===== config.mk =====
export PLATFORM = sky130hd
export DESIGN_NAME = bus_ack_controller
export DESIGN_NICKNAME = d
export VERILOG_FILES = /design/src/rtl/bus_ack_pkg.sv /design/src/rtl/bus_timeout_counter.sv /design/src/rtl/bus_ack_controller.sv
export SDC_FILE = /design/constraint.sdc
export NUM_CORES = 1
export LEC_CHECK = 0
export CAP_MARGIN = 20
export CELL_PAD_IN_SITES_DETAIL_PLACEMENT = 0
export CELL_PAD_IN_SITES_GLOBAL_PLACEMENT = 1
export CORE_MARGIN = 5
export CORE_UTILIZATION = 46
export CTS_BUF_LIST = sky130_fd_sc_hd__clkbuf_16
export CTS_CLUSTER_DIAMETER = 150
export DETAILED_ROUTE_END_ITERATION = 6
export HOLD_SLACK_MARGIN = 0.15
export PLACE_DENSITY = 0.84
export SYNTH_ARGS = -nofsm -noshare
export SYNTH_HDL_FRONTEND = slang
export SYNTH_SLANG_ARGS = --single-unit

===== constraint.sdc =====
create_clock -name CLK -period 3.76 [get_ports CLK]
set_input_delay 0.564 -clock CLK [delete_from_list [all_inputs] [get_ports CLK]]
set_output_delay 0.564 -clock CLK [all_outputs]
set_load 0.1 [all_outputs]

===== src/rtl/bus_ack_pkg.sv =====
// Shared types for the 68000 bus-cycle termination controller.
package bus_ack_pkg;

  typedef enum logic [2:0] {
    IDLE,
    WAIT,
    EXTWAIT,
    ACK,
    ERR,
    AUTOVEC
  } state_t;

  typedef enum logic [1:0] {
    SRC_NONE,
    SRC_DUART,
    SRC_EXP
  } src_t;

  localparam logic [2:0] FC_IACK = 3'b111;

  // The timeout window only runs while a cycle is waiting for its terminator.
  function automatic logic is_waiting(input state_t s);
    return (s == WAIT) || (s == EXTWAIT);
  endfunction

endpackage


===== src/rtl/bus_timeout_counter.sv =====
// Saturating cycle counter; expired goes high once TIMEOUT-1 edges have been counted.
module bus_timeout_counter #(
  parameter int TIMEOUT = 255
) (
  input  logic clk,
  input  logic rst_n,
  input  logic clear,
  output logic expired
);

  localparam int CW = $clog2(TIMEOUT + 1);
  localparam logic [CW-1:0] LAST = CW'(TIMEOUT - 1);

  logic [CW-1:0] count_d, count_q;

  always_comb begin
    count_d = count_q;
    if (clear) begin
      count_d = '0;
    end else if (count_q != LAST) begin
      count_d = count_q + 1'b1;
    end
  end

  always_ff @(posedge clk or negedge rst_n) begin
    if (!rst_n) begin
      count_q <= '0;
    end else begin
      count_q <= count_d;
    end
  end

  assign expired = (count_q == LAST);

endmodule


===== src/rtl/bus_ack_controller.sv =====
// Generates DTACK/BERR/VPA for the 68000 bus: per-region wait states, external
// peripheral acknowledge forwarding, IACK autovectoring and a bus-error timeout.
module bus_ack_controller
  import bus_ack_pkg::*;
#(
  parameter int ROM_WAIT = 2,
  parameter int RAM_WAIT = 0,
  parameter int TIMEOUT  = 255
) (
  input  logic CLK,
  input  logic RST,
  input  logic AS,
  input  logic UDS,
  input  logic LDS,
  input  logic FC0,
  input  logic FC1,
  input  logic FC2,
  input  logic ROM_CS,
  input  logic RAM_CS,
  input  logic DUART_CS,
  input  logic EXP_CS,
  input  logic DUART_DTACK,
  input  logic EXP_DTACK,
  output logic DTACK,
  output logic BERR,
  output logic VPA
);

  localparam logic [3:0] ROM_WAIT_L = 4'(ROM_WAIT);
  localparam logic [3:0] RAM_WAIT_L = 4'(RAM_WAIT);

  state_t     state_d, state_q;
  src_t       src_d, src_q;
  logic [3:0] wait_d, wait_q;
  logic       ext_dtack_d, ext_dtack_q;
  logic       dtack_d, dtack_q;
  logic       berr_d, berr_q;
  logic       vpa_d, vpa_q;
  logic [2:0] fc;
  logic       cycle_start;
  logic       ext_ack;
  logic       timer_clear;
  logic       expired;

  assign fc          = {FC2, FC1, FC0};
  assign cycle_start = !AS && (!UDS || !LDS || (fc == FC_IACK));
  assign ext_ack     = (src_q != SRC_NONE) && !ext_dtack_q;
  assign timer_clear = !(is_waiting(state_q) && is_waiting(state_d));

  // The peripheral acknowledge is only sampled while waiting on it, so a level left
  // over from an earlier cycle or present on the start edge is never taken as an ack.
  always_comb begin
    ext_dtack_d = 1'b1;
    if (state_q == EXTWAIT) begin
      case (src_q)
        SRC_DUART: ext_dtack_d = DUART_DTACK;
        SRC_EXP:   ext_dtack_d = EXP_DTACK;
        default:   ext_dtack_d = 1'b1;
      endcase
    end
  end

  always_comb begin
    state_d = state_q;
    src_d   = src_q;
    wait_d  = wait_q;
    case (state_q)
      IDLE: begin
        if (cycle_start) begin
          src_d  = SRC_NONE;
          wait_d = '0;
          if (fc == FC_IACK) begin
            state_d = AUTOVEC;
          end else if (!ROM_CS) begin
            state_d = WAIT;
            wait_d  = ROM_WAIT_L;
          end else if (!RAM_CS) begin
            state_d = WAIT;
            wait_d  = RAM_WAIT_L;
          end else if (!DUART_CS) begin
            state_d = EXTWAIT;
            src_d   = SRC_DUART;
          end else if (!EXP_CS) begin
            state_d = EXTWAIT;
            src_d   = SRC_EXP;
          end else begin
            state_d = EXTWAIT;
          end
        end
      end
      WAIT: begin
        if (AS) begin
          state_d = IDLE;
          wait_d  = '0;
        end else if (wait_q == 4'd0) begin
          state_d = ACK;
        end else if (expired) begin
          state_d = ERR;
        end else begin
          wait_d = wait_q - 4'd1;
        end
      end
      EXTWAIT: begin
        if (AS) begin
          state_d = IDLE;
          src_d   = SRC_NONE;
        end else if (ext_ack) begin
          state_d = ACK;
        end else if (expired) begin
          state_d = ERR;
        end
      end
      ACK, ERR, AUTOVEC: begin
        if (AS) begin
          state_d = IDLE;
        end
      end
      default: state_d = IDLE;
    endcase
  end

  // VPA is held off for one edge after entering AUTOVEC so it falls one edge after cycle start.
  always_comb begin
    dtack_d = (state_d != ACK);
    berr_d  = (state_d != ERR);
    vpa_d   = !((state_d == AUTOVEC) && (state_q == AUTOVEC));
  end

  always_ff @(posedge CLK or negedge RST) begin
    if (!RST) begin
      state_q     <= IDLE;
      src_q       <= SRC_NONE;
      wait_q      <= '0;
      ext_dtack_q <= 1'b1;
      dtack_q     <= 1'b1;
      berr_q      <= 1'b1;
      vpa_q       <= 1'b1;
    end else begin
      state_q     <= state_d;
      src_q       <= src_d;
      wait_q      <= wait_d;
      ext_dtack_q <= ext_dtack_d;
      dtack_q     <= dtack_d;
      berr_q      <= berr_d;
      vpa_q       <= vpa_d;
    end
  end

  bus_timeout_counter #(
    .TIMEOUT(TIMEOUT)
  ) u_timeout (
    .clk    (CLK),
    .rst_n  (RST),
    .clear  (timer_clear),
    .expired(expired)
  );

  assign DTACK = dtack_q;
  assign BERR  = berr_q;
  assign VPA   = vpa_q;

endmodule

Word-level counts from Yosys, hierarchy flattened
Cells that the tools add are included.

operators by class
  add/subtract/negate cells = 2
  equality and inequality tests = 20
  mux-type cells = 30
  reductions and logical operators = 21

operator list
  kind                   count
  $mux W3                8
  $mux W2                11
  $mux W4                4
  $mux W8                2
  $eq A3 B3 Y1 const B   4
  $pmux W3 S4            1
  $eq A3 B2 Y1 const B   3
  $ne A3 B3 Y1 const B   3
  $add A8 B1 Y8 const B  1
  $eq A8 B8 Y1 const B   1
  $ne A8 B8 Y1 const B   1
  $pmux W4 S2            1
  $eq A3 B1 Y1 const B   2
  $reduce_bool A2 Y1     3
  $logic_not A1 Y1       5
  $logic_and A1 B1 Y1    4
  $logic_not A4 Y1       1
  $logic_or A1 B1 Y1     4
  $ne A2 B2 Y1 const B   2
  $pmux W2 S2            1
  $reduce_and A4 Y1      1
  $sub A4 B1 Y4 const B  1
  $logic_not A3 Y1       1
  $ne A3 B2 Y1 const B   1
  7 further kinds        7

word-level totals
  register bits after elaboration = 21
  input port bits = 14

Longest topological paths before layout
Gate-level depths: netlist of run 1.

  depth after elaboration = 10
  depth in mapped cells = 8
  gate-level depth less buffers = 7

Modules after synthesis
Synthesis of run 1 repeated with hierarchy kept, for this count alone.

unflattened totals
  cells, all modules = 144
  area total of the unflattened synthesis = 1326.3 um2

by module, submodules not included
  module               times used  cells an instance  area an instance (um2)  sequential area each (um2)
  bus_ack_controller   1           98                 867.1                   330.3
  bus_timeout_counter  1           46                 459.2                   200.2

Worst setup path before layout of run 1
No wires, ideal clock.

  kind = register -> register
  start = register wait_q[0]
  end = register u_timeout.count_q[1]
  library setup time = 0.107 ns
  arrival time = 1.968 ns
  setup slack = 1.685 ns
  cell stages (with the launch flop) = 8
  buffers on the path = 0
  period minus slack after synthesis = 2.075 ns
  cells stage by stage = dfrtp_1 > inv_1 > ha_1 > or3b_1 > a2111o_1 > o311ai_4 > xnor2_4 > a2111oi_4

on the way
  word-level cells in the longest chain between the ends = 8
  elaborated cells on any way between the ends = 10
  classes of those cells = eq/ne: 3; mux: 4; reduce/logical: 3

RTL lines
  item                                                             line                       text
  start, declared                                                  bus_ack_controller.sv:34   logic [3:0] wait_d, wait_q;
  start signal, assigned                                           bus_ack_controller.sv:141  wait_q <= wait_d;
  $logic_not A4 Y1 (*)                                             bus_ack_controller.sv:95   end else if (wait_q == 4'd0) begin
  $mux W3 (*)                                                      bus_ack_controller.sv:95
  $mux W3 (*)                                                      bus_ack_controller.sv:92   if (AS) begin
  $pmux W3 S4 (*)                                                  bus_ack_controller.sv:67   case (state_q)
  via state_d[1]                                                   bus_ack_controller.sv:32   state_t state_d, state_q;
  $eq A3 B1 Y1 / $eq A3 B2 Y1 (equally long branches)              bus_ack_pkg.sv:23          return (s == WAIT) || (s == EXTWAIT);
  $logic_or A1 B1 Y1 (*)                                           bus_ack_pkg.sv:23
  $logic_and A1 B1 Y1 (*)                                          bus_ack_controller.sv:48   assign timer_clear = !(is_waiting(state_q) && is_waiting(state_d));
  $ne A2 B1 Y1 (no source line) / $mux W8 (equally long branches)  --
  end signal, assigned                                             bus_timeout_counter.sv:29  count_q <= count_d;
  end, declared                                                    bus_timeout_counter.sv:14  logic [CW-1:0] count_d, count_q;

Mark *: on every way through the listed nets, which the timed path passes. The rest lies on a longest branch.
A chain may end at the register's enable or synchronous reset.

Worst setup path after layout of run 1
  start = input port AS
  end = register u_timeout.count_q[1]

on the way
  word-level cells in the longest chain between the ends = 8
  elaborated cells on any way between the ends = 13
  classes of those cells = eq/ne: 3; mux: 6; reduce/logical: 4

RTL lines
  item                                                             line                      text
  start, declared                                                  bus_ack_controller.sv:12  input logic AS,
  $logic_not A1 Y1                                                 bus_ack_controller.sv:46  assign cycle_start = !AS && (!UDS || !LDS || (fc == FC_IACK));
  $logic_and A1 B1 Y1                                              bus_ack_controller.sv:46
  $mux W3                                                          bus_ack_controller.sv:69  if (cycle_start) begin
  $pmux W3 S4 (*)                                                  bus_ack_controller.sv:67
  $eq A3 B1 Y1 / $eq A3 B2 Y1 (equally long branches)              bus_ack_pkg.sv:23
  $logic_or A1 B1 Y1 (*)                                           bus_ack_pkg.sv:23
  $logic_and A1 B1 Y1 (*)                                          bus_ack_controller.sv:48
  $ne A2 B1 Y1 (no source line) / $mux W8 (equally long branches)  --

Mark *: on every way between the ends. The rest lies on a longest branch, timed or not.

==> results.json, run 1 <==
{
  "floorplan.die.height_microns": 64.4,
  "yosys.cell_count.top_type": "sky130_fd_sc_hd__dfrtp_1",
  "detailed_placement_hpwl_microns": 2090,
  "synth-edff-count": 0,
  "initial_core_util_pct": 48.4,
  "fin_worst_skew_ps": 2.98,
  "synth.top_cells.by_area": "sky130_fd_sc_hd__dfrtp_1, sky130_fd_sc_hd__dfstp_2, sky130_fd_sc_hd__ha_1, sky130_fd_sc_hd__nor3_1, sky130_fd_sc_hd__nand2_1",
  "ctsHtreeMaxLevel": 1,
  "cts_tree": "yes",
  "timing_worst_setup_path_type": "in2reg",
  "critPathMaxStageDelay_ps": 720,
  "inserted_diodes": 0,
  "dr_total_vias": 1083,
  "seqPwrFrac_pct": 32.1,
  "synth_cell_types": 48,
  "syn_to_final_growth_pct": 18.4,
  "hold_buffers": 0,
  "post_cts.repair.setup_buffers": 0,
  "post-place-ws_ps": 958,
  "synth_top_area_cell": "sky130_fd_sc_hd__dfrtp_1",
  "switching_share_pct": 40.3,
  "grt_pass1_wl_microns": 4930,
  "switching_power_mw": 0.414,
  "num_ports": 17,
  "synth_common_cells": "sky130_fd_sc_hd__dfrtp_1, sky130_fd_sc_hd__nand2_1, sky130_fd_sc_hd__nor3_1, sky130_fd_sc_hd__nor2_1",
  "chipWidth_microns": 64.4,
  "rows": 19,
  "synth-seq-area-share_pct": 39.0,
  "period_minus_slack_ps": 2570,
  "synth_warnings": 0,
  "p_comb_share_pct": 46.8,
  "overflow": 0,
  "power_leakage_nw": 0.661,
  "critical_path_arrival_ps": 2710,
  "postSynth.asyncResetShare_pct": 100,
  "path_max_fanout": 9,
  "drc_errors": 0,
  "maxCapViolations": 0,
  "crit_path_cell_trace": "clkdlybuf4s50_1, nor2_1, and3_1, a221oi_1, o21ai_1, a2111oi_4",
  "tightest_slew_ps": 973,
  "vias_in_the_first_global_route": 1035,
  "drt_first_pass_iters": 4,
  "hold_path_class": "reg2reg",
  "finish.utilization_pct": 57.4,
  "cts_resized": 0,
  "r2r-start": "wait_q[0]$_DFFE_PN0P_",
  "viasPerCell": 5.92,
  "clock_tree.root_cell": "sky130_fd_sc_hd__clkbuf_16",
  "worst_r2r_endpoint": "u_timeout.count_q[1]$_DFFE_PN0P_",
  "setup_slack_after_layout_ps": 1190,
  "globalplace.congestion": 0.889,
  "worstHoldStart": "src_q[1]$_DFFE_PN0P_",
  "start_kind": "input port",
  "synth_top_area_share_pct": 31.3,
  "max_freq_ghz": 0.389,
  "layout-drive-gt1-share_pct": 11.8,
  "clock_transition_at_path_regs_ps": 60,
  "worst_skew_pair.late_latency_ps": 250,
  "final_net_count": 174,
  "cp-end-kind": "flop",
  "clkPwrFrac_pct": 21.1,
  "ff2ff_setup_slack_ps": 1420,
  "synthesized_netlist_cell_count": 137,
  "report.final.slew_viol_count": 0,
  "grt_setup_unrepaired": "false",
  "vdd.ir_drop.worst_mv": 0.474,
  "fp.dieArea_sq_um": 4140,
  "cellPowerDensity_nw_per_um2": 639,
  "grt_resource_usage_total_pct": 14.8,
  "critical-path-slowest-cell": "sky130_fd_sc_hd__clkdlybuf4s50_1",
  "ys_dominant_reg_cell": "sky130_fd_sc_hd__dfrtp_1",
  "synth.net_count": 158,
  "drt-initial-drc-count": 56,
  "hold_path_depth": 1,
  "number_of_i_o_port_buffers": 16,
  "slew_headroom_pct": 35.0,
  "syn_area_per_cell_sq_um": 9.92,
  "run_status": "finished clean",
  "syn-cell-area_sq_um": 1360,
  "core-area_sq_um": 2810,
  "cts_max_path_buffers": 2,
  "ant_nets": 0,
  "clock_sinks": 21,
  "fin_tns_setup_ps": 0,
  "fin_crit_sh_pct": 68.4,
  "hold_viol_final": 0,
  "wl_per_cell_microns": 14.7,
  "grt_max_degree": 22,
  "tritoncts.num_buffers": 3,
  "nFillCells": 254,
  "initial_antenna_violation_count": 0,
  "yosys_reg_bits": 21,
  "p_int_mw": 0.614,
  "drt_wl_total_microns": 2690,
  "min_delay_worst_endpoint": "src_q[1]$_DFFE_PN0P_",
  "worstRegToRegCells": 7,
  "timing.critical_path.required_ps": 3900,
  "setup_viol_count_final": 0
}
[metal layers]
metal	up-vias	share of wire, %	wire, microns	track usage (%)
li1	529	-	-	-
met4	0	0.67	18	3.17
met1	525	46	1240	20.9
met2	27	48	1300	23.1
met5	-	0	0	0
met3	2	4.8	130	3.50
[stage by stage]
| stage | total power [mW] | hold slack [ps] | std cells | area, sq um |
|---|---|---|---|---|
| after floorplan | 0.721 | 268 | 137 | 1360 |
| after global placement | 0.806 | 502 | 179 | 1530 |
| after detailed placement | 0.816 | 525 | 179 | 1530 |
| after CTS | 1.04 | 541 | 183 | 1610 |
| after global routing | 1.11 | 567 | 183 | 1610 |
| final | 1.03 | 537 | 183 | 1610 |
[layout make-up]
| cell class | instances | area (sq um) | share of cell area, % |
|---|---|---|---|
| clock buffer | 3 | 75.1 | 4.67 |
| clock inverter | 1 | 3.75 | 0.233 |
| inverter | 7 | 26.3 | 1.63 |
| multi-input combinational | 104 | 774 | 48.1 |
| sequential | 21 | 531 | 33.0 |
| tap | 31 | 38.8 | 2.41 |
| timing repair buffer | 16 | 160 | 9.95 |
[power groups by stage]
stage | Sequential (mW) | Clock (mW) | Combinational [mW]
after floorplan | 0.325 | 0 | 0.396
after global placement | 0.333 | 0 | 0.473
after detailed placement | 0.335 | 0 | 0.482
after CTS | 0.331 | 0.222 | 0.485
after global routing | 0.341 | 0.233 | 0.533
final | 0.330 | 0.217 | 0.482
[how the worst max path moves through the flow]
stage	startpoint	cells past startpoint	end	slack (ps)
finish	AS	6	u_timeout.count_q[1]$_DFFE_PN0P_	1190
global route	AS	6	u_timeout.count_q[1]$_DFFE_PN0P_	1000
CTS	AS	6	u_timeout.count_q[1]$_DFFE_PN0P_	1220
detailed placement	AS	6	u_timeout.count_q[1]$_DFFE_PN0P_	960
global placement	AS	6	u_timeout.count_q[1]$_DFFE_PN0P_	1080
floorplan	wait_q[0]$_DFFE_PN0P_	7	u_timeout.count_q[1]$_DFFE_PN0P_	1690
[cells by family (layout without fill, tap and decap cells)]
kind of cell | after synthesis | in the layout | share of synthesized area (%)
compound gates | 23 | 23 | 15.0
fa+ha+maj | 7 | 7 | 6.45
xor+xnor | 8 | 8 | 6.54
simple gates | 63 | 63 | 26.8
buf+inv | 12 | 27 | 3.96
flops | 21 | 21 | 39.0
mux | 3 | 3 | 2.21
[worst max-delay path: cells and delay by family]
family	cells	cell delay [ps]
and+or+nand+nor	2	440
AOI/OAI and AO/OA	3	1000
buffers and inverters	1	720
[sequential cells by signal, summed over array words and instances (netlist names)]
name,flops
ext_dtack_q,1
wait_q,4
VPA,1
DTACK,1
BERR,1
state_q,3
u_timeout.count_q,8
src_q,2
[cell usage in the layout, fill, tap and decap left out, drive strengths merged, types with 2 or more instances in the layout]
cell type	netlist	final
nand3	5	5
nor3	11	11
ha	7	7
nand2	15	15
mux2i	3	3
nand2b	3	3
nand4	6	6
xor2	5	5
clkbuf	1	3
and3	4	4
a221oi	2	2
xnor2	3	3
dfstp	4	4
nor2	8	8
dfrtp	17	17
o21ai	8	8
clkdlybuf4s50	0	16
nor3b	2	2
inv	7	8
No activity file was read; power rests on OpenSTA's default activity.
==> inputs of run 2 (changes only) <==
Settings changed: CORE_UTILIZATION 46 to 42, PLACE_DENSITY 0.84 to 0.78.
Clock period 3.76 ns to 2.5 ns, I/O delays scaled along.
==> run 2 against run 1 <==
First-iteration DRC count fell by 11%. Critical path depth increased by 1. Combinational power rose by 58%. Setup slack got worse by 960 ps. Sequential cell count is the same. Largest cell class unchanged.
==> results.json, run 2 (synthesized netlist as in run 1, its figures left out) <==
{
  "clock_sinks": 21,
  "post-place-ws_ps": 164,
  "report.final.slew_viol_count": 0,
  "run_status": "finished clean",
  "num_ports": 17,
  "fin_tns_setup_ps": 0,
  "worst-path-buf-inv": 1,
  "cts_max_path_buffers": 2,
  "timing_worst_setup_path_type": "reg2reg",
  "fp.dieArea_sq_um": 4470,
  "timing.critical_path.required_ps": 2660,
  "worstRegToRegCells": 7,
  "nFillCells": 287,
  "vias_in_the_first_global_route": 1138,
  "setup_viol_count_final": 0,
  "inserted_diodes": 0,
  "floorplan.die.height_microns": 66.9,
  "critical_path_arrival_ps": 2430,
  "initial_core_util_pct": 44.1,
  "number_of_i_o_port_buffers": 16,
  "mostFrequentLayoutCell": "sky130_fd_sc_hd__dfrtp_1",
  "fin_crit_sh_pct": 90.8,
  "drt-initial-drc-count": 50,
  "path_max_fanout": 8,
  "finish.utilization_pct": 53.7,
  "critPathMaxStageDelay_ps": 410,
  "mostFrequentLayoutCells": "sky130_fd_sc_hd__dfrtp_1, sky130_fd_sc_hd__nand2_1, sky130_fd_sc_hd__clkdlybuf4s50_1, sky130_fd_sc_hd__nor3_1, sky130_fd_sc_hd__nor2_1",
  "grt_max_degree": 22,
  "worst_r2r_endpoint": "u_timeout.count_q[1]$_DFFE_PN0P_",
  "dr_total_vias": 1074,
  "drt_first_pass_iters": 4,
  "hold_path_class": "in2async",
  "layout-drive-gt1-share_pct": 17.3,
  "overflow": 0,
  "path_delay_family": "compound AO/OA/AOI/OAI gates",
  "syn_to_final_growth_pct": 21.6,
  "viasPerCell": 5.37,
  "post_cts.repair.setup_buffers": 0,
  "hold_viol_final": 0,
  "tightest_slew_ps": 452,
  "tritoncts.num_buffers": 3,
  "drc_errors": 0,
  "critical-path-slowest-cell": "sky130_fd_sc_hd__or3b_1",
  "rows": 20,
  "cp-end-kind": "flop",
  "largest_register_ffs": 8,
  "clock_transition_at_path_regs_ps": 60,
  "grt_resource_usage_total_pct": 15.6,
  "start_kind": "flop",
  "core-area_sq_um": 3080,
  "ff2ff_setup_slack_ps": 230,
  "grt_setup_unrepaired": "false",
  "clock_tree.root_cell": "sky130_fd_sc_hd__clkbuf_16",
  "power_leakage_nw": 0.680,
  "ctsHtreeMaxLevel": 1,
  "globalplace.congestion": 0.876,
  "ant_nets": 0,
  "detailed_placement_hpwl_microns": 2250,
  "cellPowerDensity_nw_per_um2": 974,
  "vdd.ir_drop.worst_mv": 0.713,
  "top_regs": "u_timeout.count_q (8), wait_q (4), state_q (3)",
  "r2r-start": "wait_q[0]$_DFFE_PN0P_",
  "layout.cell_area.non_filler_sq_um": 1650,
  "setup_slack_after_layout_ps": 231,
  "grt_pass1_wl_microns": 5210,
  "maxCapViolations": 0,
  "worst_skew_pair.late_latency_ps": 260,
  "final_net_count": 178,
  "chipWidth_microns": 66.9,
  "slew_headroom_pct": 69.8,
  "registers.top_by_ff_count": "u_timeout.count_q",
  "fin_worst_skew_ps": 2.65,
  "period_minus_slack_ps": 2270,
  "initial_antenna_violation_count": 0,
  "crit_path_cell_trace": "inv_1, ha_1, or3b_1, and3_1, a221oi_1, o21ai_2, a2111oi_4",
  "postPlaceCellArea_sq_um": 1570,
  "drt_wl_total_microns": 2920,
  "max_freq_ghz": 0.441,
  "wl_per_cell_microns": 14.6,
  "cts_tree": "yes"
}
[run 2: power by group]
| part | leakage [nW] | switching [mW] | internal, mW | total, mW |
|---|---|---|---|---|
| Clock | 0.0409 | 0.134 | 0.215 | 0.349 |
| Sequential | 0.273 | 0.0910 | 0.409 | 0.500 |
| Combinational | 0.367 | 0.442 | 0.319 | 0.761 |
| Total | 0.680 | 0.667 | 0.944 | 1.61 |
[run 2: area by class of cell]
cell class	count	area, sq um	share of cell area (%)
multi-input combinational	104	778	47.1
sequential	21	531	32.1
timing repair buffer	20	183	11.1
clock buffer	3	75.1	4.54
tap	44	55.1	3.33
inverter	7	26.3	1.59
clock inverter	1	5.00	0.303
[run 2: stage by stage]
step           power (mW)  hold WS (ps)  std cells
2_1_floorplan        1.08          79.4        137
3_3_place_gp         1.23           497        196
3_5_place_dp         1.26           514        196
4_1_cts              1.61           473        200
5_1_grt              1.72           505        200
6_report             1.61           457        200
[run 2: how the worst max path moves through the flow]
stage / slack, ps / depth (start not counted) / to / start
floorplan: 430 / 7 / u_timeout.count_q[1]$_DFFE_PN0P_ / wait_q[0]$_DFFE_PN0P_
global placement: 220 / 7 / u_timeout.count_q[1]$_DFFE_PN0P_ / AS
detailed placement: 160 / 7 / u_timeout.count_q[1]$_DFFE_PN0P_ / AS
CTS: 160 / 7 / u_timeout.count_q[1]$_DFFE_PN0P_ / wait_q[0]$_DFFE_PN0P_
global route: 80 / 7 / u_timeout.count_q[1]$_DFFE_PN0P_ / wait_q[0]$_DFFE_PN0P_
finish: 230 / 7 / u_timeout.count_q[1]$_DFFE_PN0P_ / wait_q[0]$_DFFE_PN0P_
[run 2: timing repair]
action                                  in CTS  in global routing
endpoints found under the setup margin       0                  1
endpoints found under the hold margin        0                  0
hold buffers                                 0                  0
resized for setup                            0                  1
[run 2: per-layer routing]
| metal | GRT usage (%) | share of wire [%] | vias to the layer above |
|---|---|---|---|
| met5 | 0 | 0 | - |
| met4 | 7.09 | 2.9 | 0 |
| met3 | 3.71 | 2.8 | 9 |
| met2 | 23.5 | 46 | 14 |
| met1 | 20.9 | 48 | 510 |
| li1 | - | - | 541 |
==> inputs of run 3 (changes only) <==
Settings changed: CORE_MARGIN 5 to unset.
Clock period 2.5 ns to 2.1 ns, I/O delays scaled along.
==> run 3 against run 2 <==
Maximum frequency up 8.5%. Global-route usage grew 5.0 points. Sequential share of layout area fell by 3.4 points. Final cell count up 9.0%. Critical path type unchanged. Largest cell class unchanged.
==> results.json, run 3 (synthesized netlist as in run 1, its figures left out) <==
{
  "fin_tns_setup_ps": 0,
  "final_cell_count_no_fill": 218,
  "ff2ff_setup_slack_ps": 9,
  "initial_core_util_pct": 44.5,
  "ctsHtreeMaxLevel": 1,
  "worst_skew_pair.late_latency_ps": 260,
  "run_status": "finished clean",
  "period_minus_slack_ps": 2090,
  "dr_total_vias": 1165,
  "path_max_fanout": 5,
  "cp-end-kind": "flop",
  "tritoncts.num_buffers": 3,
  "cts_tree": "yes",
  "r2r-start": "wait_q[1]$_DFFE_PN0P_",
  "report.final.slew_viol_count": 0,
  "fin_worst_skew_ps": 2.78,
  "worstRegToRegCells": 8,
  "initial_antenna_violation_count": 0,
  "wl_per_cell_microns": 14.1,
  "slew_headroom_pct": 76.4,
  "grt_max_degree": 22,
  "vias_in_the_first_global_route": 1158,
  "drt_first_pass_iters": 4,
  "registers.top_by_ff_count": "u_timeout.count_q",
  "timing.critical_path.from": "wait_q[1]$_DFFE_PN0P_",
  "clock_transition_at_path_regs_ps": 60,
  "num_ports": 17,
  "max_freq_ghz": 0.478,
  "ant_nets": 0,
  "mostFrequentLayoutCells": "sky130_fd_sc_hd__buf_4, sky130_fd_sc_hd__dfrtp_1, sky130_fd_sc_hd__nand2_1, sky130_fd_sc_hd__clkdlybuf4s50_1, sky130_fd_sc_hd__nor2_1",
  "fp.dieArea_sq_um": 3470,
  "timing_worst_setup_path_type": "reg2reg",
  "globalplace.congestion": 0.847,
  "vdd.ir_drop.worst_mv": 0.758,
  "top_regs": "u_timeout.count_q (8), wait_q (4), state_q (3)",
  "timing.critical_path.required_ps": 2240,
  "maxCapViolations": 0,
  "cellPowerDensity_nw_per_um2": 1240,
  "clock_sinks": 21,
  "largest_register_ffs": 8,
  "drt-initial-drc-count": 60,
  "setup_viol_count_final": 0,
  "inserted_diodes": 0,
  "clock_tree.root_cell": "sky130_fd_sc_hd__clkbuf_16",
  "hold_path_class": "in2async",
  "worst-path-buf-inv": 2,
  "numPlacedInstances": 211,
  "critical_path_arrival_ps": 2230,
  "overflow": 0,
  "core-area_sq_um": 3050,
  "final_net_count": 196,
  "power_leakage_nw": 0.787,
  "grt_setup_unrepaired": "true",
  "drt_wl_total_microns": 3080,
  "path_delay_family": "compound AO/OA/AOI/OAI gates",
  "rows": 20,
  "hold_buffers": 0,
  "tightest_slew_ps": 352,
  "detailed_placement_hpwl_microns": 2310,
  "syn_to_final_growth_pct": 36.2,
  "finalPower_mw": 2.30,
  "number_of_i_o_port_buffers": 16,
  "viasPerCell": 5.34,
  "mostFrequentLayoutCell": "sky130_fd_sc_hd__buf_4",
  "critical-path-slowest-cell": "sky130_fd_sc_hd__a2111o_1",
  "cts_max_path_buffers": 2,
  "worst_r2r_endpoint": "u_timeout.count_q[2]$_DFFE_PN0P_",
  "critPathMaxStageDelay_ps": 450,
  "grt_pass1_wl_microns": 5270,
  "crit_path_cell_trace": "inv_2, ha_4, or3b_4, a2111o_1, o311ai_4, xnor2_4, buf_6, nor3_2",
  "drc_errors": 0,
  "layout-drive-gt1-share_pct": 31.6,
  "start_kind": "flop",
  "chipWidth_microns": 58.9,
  "floorplan.die.height_microns": 58.9,
  "hold_viol_final": 0,
  "fin_crit_sh_pct": 99.6,
  "grt_resource_usage_total_pct": 20.6
}
==> run 3: cell types whose count changed in the layout (fill, tap and decap cells not counted) <==
cell / previous run / this run
sky130_fd_sc_hd__buf_4: 7 / 24
sky130_fd_sc_hd__nor3_1: 11 / 6
sky130_fd_sc_hd__nor3_2: 0 / 3
sky130_fd_sc_hd__inv_1: 7 / 5
sky130_fd_sc_hd__inv_2: 0 / 2
sky130_fd_sc_hd__nor3_4: 0 / 2
sky130_fd_sc_hd__a221oi_1: 2 / 1
sky130_fd_sc_hd__a221oi_2: 0 / 1
sky130_fd_sc_hd__buf_6: 0 / 1
sky130_fd_sc_hd__ha_1: 7 / 6
sky130_fd_sc_hd__ha_4: 0 / 1
sky130_fd_sc_hd__or3b_1: 1 / 0
sky130_fd_sc_hd__or3b_4: 0 / 1
==> run 3: final cells by class <==
type	count	area, sq um
Clock buffer	3	75.1
Clock inverter	1	5.00
Fill cell	277	1200
Inverter	7	26.3
Multi-Input combinational cell	104	837
Sequential cell	21	531
Tap cell	44	55.1
Timing Repair Buffer	38	322
==> run 3: layer usage <==
layer  vias up  part of all wire (%)  global-route usage [%]
met5         -                     0                       0
met2        26                    47                    32.0
met1       559                    48                    28.4
li1        576                     -                       -
met4         0                   1.1                    6.80
met3         4                   4.0                    4.62
==> run 3: what timing repair did <==
| item | 4_1_cts | 5_1_grt |
|---|---|---|
| endpoints found under the setup margin | 7 | 7 |
| resized for setup | 7 | 8 |
| pin swaps | 4 | 8 |
| buffers inserted | 2 | 1 |
==> run 3: metrics by stage <==
step / instance area (sq um) / worst slack, ps / utilization, % / hold WS (ps)
floorplan: 1360 / 25.2 / - / 19.4
global placement: 1680 / -24.9 / 55.1 / 504
detailed placement: 1680 / -64.1 / 55.1 / 512
CTS: 1810 / 3.38 / 59.3 / 412
global route: 1850 / -59.2 / 60.6 / 433
finish: 1850 / 8.90 / 60.6 / 404
==> run 3: worst register-to-register path: stages, from the launching register on <==
cell,delay [ps]
sky130_fd_sc_hd__dfrtp_1,390
sky130_fd_sc_hd__inv_2,80
sky130_fd_sc_hd__ha_4,130
sky130_fd_sc_hd__or3b_4,380
sky130_fd_sc_hd__a2111o_1,450
sky130_fd_sc_hd__o311ai_4,110
sky130_fd_sc_hd__xnor2_4,200
sky130_fd_sc_hd__buf_6,170
sky130_fd_sc_hd__nor3_2,50
==> run 3: how the worst max path moves through the flow <==
stage,end,cells past startpoint
floorplan,u_timeout.count_q[1]$_DFFE_PN0P_,7
global placement,u_timeout.count_q[6]$_DFFE_PN0P_,8
detailed placement,u_timeout.count_q[7]$_DFFE_PN0P_,8
CTS,u_timeout.count_q[3]$_DFFE_PN0P_,8
global route,u_timeout.count_q[2]$_DFFE_PN0P_,8
finish,u_timeout.count_q[2]$_DFFE_PN0P_,8
==> run 3: power by group <==
group          leakage (nW)  internal (mW)  total (mW)  switching [mW]
clock                0.0409          0.256       0.415           0.158
combinational         0.473          0.624        1.30           0.679
sequential            0.273          0.488       0.580          0.0926
total                 0.787           1.37        2.30           0.930
